$ cat config.mk
export PLATFORM = sky130hd
export DESIGN_NAME = gcd_job_feeder
export DESIGN_NICKNAME = d
export VERILOG_FILES = /design/src/rtl/gcd_job_feeder.sv
export SDC_FILE = /design/constraint.sdc
export NUM_CORES = 1
export LEC_CHECK = 0
export ABC_AREA = 0
export BUFFER_PORTS_ARGS = -buffer_cell sky130_fd_sc_hd__buf_4
export CORE_ASPECT_RATIO = 1.1
export CORE_MARGIN = 2
export CORE_UTILIZATION = 50
export CTS_BUF_LIST = sky130_fd_sc_hd__clkbuf_4
export DETAILED_ROUTE_END_ITERATION = 10
export PLACE_DENSITY = 0.72
export SYNTH_ARGS = -nofsm -noshare
export SYNTH_HDL_FRONTEND = slang
export SYNTH_SLANG_ARGS = --single-unit
$ cat constraint.sdc
create_clock -name clk -period 6.2 [get_ports clk]
set_input_delay 0.31 -clock clk [delete_from_list [all_inputs] [get_ports clk]]
set_output_delay 0.31 -clock clk [all_outputs]
set_load 0.01 [all_outputs]
$ cat src/rtl/gcd_job_feeder.sv
// gcd_job_feeder
//   Upstream stage of the GCD FSM+datapath core. Buffers operand pairs in a
//   small FIFO and launches them one at a time on the core's Start/X_in/Y_in
//   handshake. It waits for Done, captures GCD_out and holds the result until
//   the consumer acknowledges it. Only one job is in flight at a time.
//
// Parameters
//   WIDTH    operand/result width (must match the GCD core)
//   DEPTH    FIFO entries, power of 2, >= 2
//   TIMEOUT  watchdog limit in WAIT cycles (only with GCD_FEED_TIMEOUT_EN)
//
// Ports
//   clk        in   rising-edge clock
//   reset      in   asynchronous active-low reset
//   push       in   enqueue {X_push,Y_push}
//   X_push     in   operand X
//   Y_push     in   operand Y
//   full       out  FIFO holds DEPTH jobs
//   count      out  queued jobs, excluding the in-flight job
//   drop       out  1-cycle pulse after a rejected push (full or zero operand)
//   Start      out  core Start
//   X_out      out  core X_in
//   Y_out      out  core Y_in
//   Done       in   core Done
//   GCD_in     in   core GCD_out
//   res_valid  out  result held and valid
//   res_gcd    out  captured GCD
//   res_err    out  result invalid because of a timeout
//   res_ack    in   consumer accepts the result (sampled while res_valid=1)
//   busy       out  FSM not idle
//
// Configuration
//   GCD_FEED_TIMEOUT_EN  builds the WAIT watchdog; otherwise res_err is 0.

module gcd_job_feeder #(
  parameter int unsigned WIDTH   = 4,
  parameter int unsigned DEPTH   = 4,
  parameter int unsigned TIMEOUT = 64
) (
  input  logic                     clk,
  input  logic                     reset,
  input  logic                     push,
  input  logic [WIDTH-1:0]         X_push,
  input  logic [WIDTH-1:0]         Y_push,
  output logic                     full,
  output logic [$clog2(DEPTH):0]   count,
  output logic                     drop,
  output logic                     Start,
  output logic [WIDTH-1:0]         X_out,
  output logic [WIDTH-1:0]         Y_out,
  input  logic                     Done,
  input  logic [WIDTH-1:0]         GCD_in,
  output logic                     res_valid,
  output logic [WIDTH-1:0]         res_gcd,
  output logic                     res_err,
  input  logic                     res_ack,
  output logic                     busy
);

  localparam int unsigned AW = $clog2(DEPTH);
  localparam logic [AW:0]   CNT_FULL = (AW+1)'(DEPTH);
  localparam logic [AW:0]   CNT_ONE  = (AW+1)'(1);
  localparam logic [AW-1:0] PTR_ONE  = AW'(1);

  if ((DEPTH < 2) || ((DEPTH & (DEPTH - 1)) != 0) || (TIMEOUT < 1)) begin : g_param_check
    $error("gcd_job_feeder: DEPTH must be a power of 2 >= 2 and TIMEOUT >= 1");
  end

  typedef enum logic [2:0] {S_IDLE, S_LAUNCH, S_WAIT, S_HOLD, S_REST} state_t;

  state_t            r_state;
  logic [WIDTH-1:0]  r_mem_x [DEPTH];
  logic [WIDTH-1:0]  r_mem_y [DEPTH];
  logic [AW-1:0]     r_wr_ptr;
  logic [AW-1:0]     r_rd_ptr;
  logic [AW:0]       r_count;
  logic              r_drop;
  logic              r_start;
  logic [WIDTH-1:0]  r_x;
  logic [WIDTH-1:0]  r_y;
  logic              r_valid;
  logic [WIDTH-1:0]  r_gcd;
  logic              w_full;
  logic              w_accept;
  logic              w_deq;

  // Full is taken from the pre-dequeue count, so a push while full is
  // dropped even if the FSM dequeues on the same edge.
  assign w_full   = (r_count == CNT_FULL);
  assign w_accept = push && !w_full && (X_push != '0) && (Y_push != '0);
  assign w_deq    = (r_state == S_IDLE) && (r_count != '0);

  always_ff @(posedge clk or negedge reset) begin
    if (!reset) begin
      r_wr_ptr <= '0;
      r_rd_ptr <= '0;
      r_count  <= '0;
      r_drop   <= 1'b0;
    end else begin
      r_drop <= push && !w_accept;
      if (w_accept) r_wr_ptr <= r_wr_ptr + PTR_ONE;
      if (w_deq)    r_rd_ptr <= r_rd_ptr + PTR_ONE;
      case ({w_accept, w_deq})
        2'b10:   r_count <= r_count + CNT_ONE;
        2'b01:   r_count <= r_count - CNT_ONE;
        default: r_count <= r_count;
      endcase
    end
  end

  always_ff @(posedge clk) begin
    if (w_accept) begin
      r_mem_x[r_wr_ptr] <= X_push;
      r_mem_y[r_wr_ptr] <= Y_push;
    end
  end

`ifdef GCD_FEED_TIMEOUT_EN
  localparam int unsigned TW = $clog2(TIMEOUT + 1);
  localparam logic [TW-1:0] TMO_LAST = TW'(TIMEOUT - 1);
  localparam logic [TW-1:0] TMO_ONE  = TW'(1);
  logic [TW-1:0] r_tmo;
  logic          r_err;
`endif

  // Each state's actions take effect on the edge that leaves it, so Start
  // rises entering WAIT and falls entering REST, giving one low REST cycle.
  always_ff @(posedge clk or negedge reset) begin
    if (!reset) begin
      r_state <= S_IDLE;
      r_start <= 1'b0;
      r_x     <= '0;
      r_y     <= '0;
      r_valid <= 1'b0;
      r_gcd   <= '0;
`ifdef GCD_FEED_TIMEOUT_EN
      r_tmo   <= '0;
      r_err   <= 1'b0;
`endif
    end else begin
      case (r_state)
        S_IDLE: begin
          if (w_deq) begin
            r_x     <= r_mem_x[r_rd_ptr];
            r_y     <= r_mem_y[r_rd_ptr];
            r_state <= S_LAUNCH;
          end
        end
        S_LAUNCH: begin
          r_start <= 1'b1;
`ifdef GCD_FEED_TIMEOUT_EN
          r_tmo   <= '0;
`endif
          r_state <= S_WAIT;
        end
        S_WAIT: begin
          if (Done) begin
            r_gcd   <= GCD_in;
            r_valid <= 1'b1;
            r_state <= S_HOLD;
`ifdef GCD_FEED_TIMEOUT_EN
          end else if (r_tmo == TMO_LAST) begin
            r_gcd   <= '0;
            r_err   <= 1'b1;
            r_valid <= 1'b1;
            r_state <= S_HOLD;
          end else begin
            r_tmo   <= r_tmo + TMO_ONE;
`endif
          end
        end
        S_HOLD: begin
          if (res_ack) begin
            r_valid <= 1'b0;
            r_start <= 1'b0;
`ifdef GCD_FEED_TIMEOUT_EN
            r_err   <= 1'b0;
`endif
            r_state <= S_REST;
          end
        end
        S_REST:  r_state <= S_IDLE;
        default: r_state <= S_IDLE;
      endcase
    end
  end

  assign full      = w_full;
  assign count     = r_count;
  assign drop      = r_drop;
  assign Start     = r_start;
  assign X_out     = r_x;
  assign Y_out     = r_y;
  assign res_valid = r_valid;
  assign res_gcd   = r_gcd;
  assign busy      = (r_state != S_IDLE);
`ifdef GCD_FEED_TIMEOUT_EN
  assign res_err   = r_err;
`else
  assign res_err   = 1'b0;
`endif

endmodule

* Word-level counts from Yosys, hierarchy flattened
Memories as Yosys holds them, arrays and structs flattened. A register that Yosys moved wholly into a read port is not among the register bits.
Index checks and enable logic that the tools add are counted.
** Operators by class
- $add $sub $neg :: 4
- Equal/unequal tests :: 9
- Muxes and demuxes :: 11
- Reductions and logical operators :: 22
** Operator list (number)
- $pmux W3 S4 :: 1
- $mux W3 :: 3
- $reduce_bool A4 Y1 :: 2
- $eq A3 B2 Y1 const B :: 2
- $ne A2 B2 Y1 const B :: 3
- $pmux W3 S2 :: 1
- $reduce_and A2 Y1 :: 3
- $reduce_and A3 Y1 :: 2
- $reduce_bool A2 Y1 :: 3
- $reduce_bool A3 Y1 :: 2
- $logic_and A1 B1 Y1 :: 5
- $add A2 B1 Y2 const B :: 2
- $logic_not A1 Y1 :: 4
- $mux W1 :: 4
- $pmux W1 S2 :: 2
- $add A3 B1 Y3 const B :: 1
- $eq A3 B1 Y1 const B :: 1
- $eq A3 B3 Y1 const B :: 1
- $logic_not A3 Y1 :: 1
- $sub A3 B1 Y3 const B :: 1
- $eq A2 B1 Y1 const B :: 1
- $eq A2 B2 Y1 const B :: 1
** Storage, ports and cells
- Flip-flop bits (word level) :: 17
- RAM bits :: 32
- Input bits :: 17
- Output and inout bits :: 21
- Word-level logic and storage cells :: 56
- Memories kept :: 2
** Memories
- r_mem_x :: depth 4, width 4, rd ports 1, clocked after Yosys merged registers in 1, write ports 1, line 72 : logic [WIDTH-1:0] r_mem_x [DEPTH];
- r_mem_y :: depth 4, width 4, rd ports 1, clocked after Yosys merged registers in 1, write ports 1, line 73 : logic [WIDTH-1:0] r_mem_y [DEPTH];

* Longest topological paths before layout
- Depth after elaboration :: 7
- Mapped depth :: 9
- Depth with buffers taken out :: 9

* Worst setup path after synthesis
OpenSTA, ideal clock, no wires.
- Kind :: register to register
- From :: reg r_state[1]
- To :: reg r_count[2], in the netlist count[2]
- Arrival :: 1951 ps
- Data required time :: 6121 ps
- Slack :: 4169 ps
- Stages on the path, launching flop included :: 10
- Period minus slack after synthesis :: 2031 ps
- Cell sequence :: dfrtp_1 nor3_2 o31a_1 buf_6 ha_1 inv_1 fa_1 xor2_1 nor2_1 xor2_1
** Between the ends
- Longest elaborated chain between the ends :: 4
- Elaborated cells on any way between the ends :: 6
- Classes of those cells :: 2 x eq/ne; 1 x mux; 3 x reduce/logical
** Ends and longest elaborated chain
- from (decl) :: line 71 : state_t r_state;
- from (signal assigned) :: line 130 : r_state <= S_IDLE;
- from (signal assigned) :: line 146 : r_state <= S_LAUNCH;
- from (signal assigned) :: line 154 : r_state <= S_WAIT;
- $logic_not A3 Y1 (*) :: line 91 : assign w_deq = (r_state == S_IDLE) && (r_count != '0);
- $logic_and A1 B1 Y1 (*) :: line 91
- net w_deq :: line 85 : logic w_deq;
- $eq A2 B1 Y1 or $eq A2 B2 Y1 (tied branches) :: line 103 : case ({w_accept, w_deq})
- $pmux W3 S2 or $reduce_bool A2 Y1 (tied branches)
- to (signal assigned) :: line 104 : 2'b10: r_count <= r_count + CNT_ONE;
- to (signal assigned) :: line 105 : 2'b01: r_count <= r_count - CNT_ONE;
- to (signal assigned) :: line 106 : default: r_count <= r_count;
- to (decl) :: line 76 : logic [AW:0] r_count;
Mark *: on every way through the listed nets, which the timed path passes. The rest lies on a longest branch.
A chain may end at the register's enable or synchronous reset.

* Worst setup path in the final report
- From :: reg r_state[1]
- To :: reg r_count[2], in the netlist count[2]
** Between the ends
- Longest elaborated chain between the ends :: 4
- Elaborated cells on any way between the ends :: 6
- Classes of those cells :: 2 x eq/ne; 1 x mux; 3 x reduce/logical
** Ends and longest elaborated chain (line)
- $logic_not A3 Y1 (*) :: 91
- $logic_and A1 B1 Y1 (*) :: 91
- $eq A2 B1 Y1 or $eq A2 B2 Y1 (tied branches) :: 103
- $pmux W3 S2 or $reduce_bool A2 Y1 (tied branches)
Mark *: on every way between the ends. The rest lies on a longest branch, timed or not.

==> results_dict.tcl <==
set metrics [dict create \
    post_dp_cell_area_um2 2691 \
    final_cell_mix "buf_4 (36), edfxtp_1 (32), dfrtp_1 (25), mux2_4 (12), clkbuf_4 (11)" \
    finalCritPeriodShare 0.4217 \
    crit_top_cell "xor2_1" \
    cts_made_buffers 9 \
    clkTransAtPathRegs_ps 80 \
    vias 1251 \
    syn_avg_cell_area_um2 18.49 \
    post-place-ws_ps 3585 \
    grt_overflow_total 0 \
    rsz0062_at_grt "no" \
    vdd_drop_max_mv 0.2490 \
    maxCapViolations 0 \
    synth_cells 129 \
    use_met1 0.2197 \
    synth_nets 152 \
    grt_usage 0.1728 \
    routed_wl_um 4129 \
    cts_tree "done" \
    p_leak_uw 0.001160 \
    diodes 0 \
    worstPathMaxFanout 11 \
    worst-setup-path-type "flip-flop to flip-flop" \
    fin_util 0.6127 \
    path_cells "nor3_2 -> o31a_1 -> ha_1 -> inv_1 -> fa_1 -> xor2_1 -> nor2_1 -> xor2_1" \
    stdcell_count 234 \
    synth_warnings 0 \
    finalHoldViolCount 0 \
    wire_per_inst_um 17.65 \
    area.growth.synth_to_final_pct 18.68 \
    vias_per_cell 5.346 \
    endpoint_kind "flip-flop" \
    tightest_slew_ps 729.8 \
    ys_seq_area_frac 0.6653 \
    antenna_found_initial 0 \
    setup_viol 0 \
    grt_pass1_wl_um 6775 \
    status "completed" \
    finalCriticalPeriod_ps 2615 \
    drtPass1Iterations 4 \
    power_density_nw_per_um2 492.5 \
    post_cts_buffers 0 \
    drv_slew 0 \
    rows 26 \
    worst_ep_required_time_ps 6510 \
    synth.distinct_cells 34 \
    final_nets 196 \
    cts-resized-gates 0 \
    drt_iter0_markers 64 \
    mostFrequentLayoutCell "buf_4" \
    dp_cells 217 \
    finalSetupTns_ps 0 \
    ys_seq_elements 57 \
    cp-start-kind "flip-flop" \
    crit_arrival_ps 2930 \
    cts-htree-levels 3 \
    postLayoutCellArea_um2 2830 \
    max_freq_mhz 382.5 \
    ant_nets 0 \
    dieHeight_um 76.44 \
    worst_skew_pair.late_latency_ps 390 \
    setup_slack_ps 3585 \
    syn_area_um2 2385 \
    drive_gt1_frac 0.4326 \
    max_stage_delay_ps 650 \
    gr-max-usage-layer "met2" \
    clock_skew_ps 9.474 \
    post-route-drc-count 0 \
    grt_max_degree 26 \
    fp.dieArea_um2 5339 \
    die_w_um 69.85 \
    post-dp-hpwl_um 2810 \
    gp_congestion 0.7527 \
    core_um2 4619 \
    use_met2 0.2619 \
    cts.path.max_buffers 2 \
    hold_buffers 1 \
    ios 38 \
    start_util 0.5163 \
    cp_slowest_cell "o31a_1" \
    cts_root_buf "clkbuf_4" \
    min_path_type "primary input to flip-flop" \
    met3_usage 0.06217 \
    io_buffers 36 \
    grt_pass1_vias 1305 \
    max_slew_margin 0.5134 \
    cts.sinks 57 \
]
-- area by class of cell --
cell class                 count  area, µm²
inverter                       7      26.28
multi-input combinational     61      738.2
tap                           56      70.07
clock buffer                  11      82.58
clock inverter                 5      46.29
timing repair buffer          37      280.3
sequential                    57       1587
fill                         339       1789
-- metal layers --
layer | vias up | wire (µm)
li1 | 569 | -
met1 | 641 | 1779
met2 | 32 | 2051
met3 | 9 | 227
met4 | 0 | 71
met5 | - | 0
-- synth_stat cells (all sizes together) --
cell type	instances	area share
buf	4	0.014
o31a	1	0.0037
xnor2	2	0.0073
o41ai	1	0.0068
inv	7	0.011
o21ai	3	0.0063
dfrtp	25	0.26
nor3b	3	0.016
nor2	2	0.0031
a31oi	1	0.0026
mux4	8	0.076
conb	1	0.0016
or3	1	0.0026
fa	1	0.0084
o21bai	1	0.0031
nor2b	1	0.0026
nor3	2	0.011
nand2b	3	0.011
nand2	1	0.0016
o311a	1	0.0047
xor2	4	0.015
ha	5	0.026
edfxtp	32	0.40
mux2i	1	0.0042
and2	4	0.010
mux2	13	0.080
nor4	1	0.0052
-- per-stage QoR --
step	hold slack, ps	power, µW
final	130.2	1394
after global routing	106.2	1479
after CTS	115.1	1412
after detailed placement	240.4	1155
after global placement	232.7	1127
after floorplan	14.41	976.5
-- power breakdown --
part / switching (µW) / leakage, µW / internal, µW
Clock: 129 / 0.0000734 / 128
Combinational: 207 / 0.000499 / 299
Sequential: 106 / 0.000588 / 526
-- critical path, delay by kind of cell, from the launching register on --
family                   cells  cell delay [ps]
AO/OA/AOI/OAI                1              650
adder cells (fa/ha/maj)      2              690
buffers and inverters        1               60
XOR/XNOR                     2              310
AND/OR/NAND/NOR              2              370
flip-flops                   1              460
-- flip-flops by register name (all words and copies together) (netlist names) --
name	cells
Y_out	4
X_out	4
r_wr_ptr	2
count	3
r_rd_ptr	2
res_valid	1
Start	1
r_mem_x	16
r_state	3
r_mem_y	16
drop	1
res_gcd	4
-- path summary, 6_finish.rpt --
path / start / slack [ps] / end / depth (start not counted)
max: r_state[1]$_DFFE_PN0P_ / 3590 / count[2]$_DFFE_PN0P_ / 8
min: res_ack / 130 / r_state[1]$_DFFE_PN0P_ / 2
max reg2reg: r_state[1]$_DFFE_PN0P_ / 3590 / count[2]$_DFFE_PN0P_ / 8
min reg2reg: res_gcd[2]$_DFFE_PN0P_ / 520 / res_gcd[2]$_DFFE_PN0P_ / 1
max in group asynchronous: reset / 5590 / r_state[1]$_DFFE_PN0P_ / 2
min in group asynchronous: reset / 360 / Y_out[0]$_DFFE_PN0P_ / 2
-- cells by family after synthesis --
family          Yosys count  share of synthesized area
flops                    57                     0.6653
compound gates            8                    0.02729
other cells               1                   0.001572
xor+xnor                  6                    0.02204
fa+ha+maj                 6                    0.03463
simple gates             18                    0.06401
buf+inv                  11                    0.02518
mux                      22                     0.1600
Power figures use the tool's default switching activity.
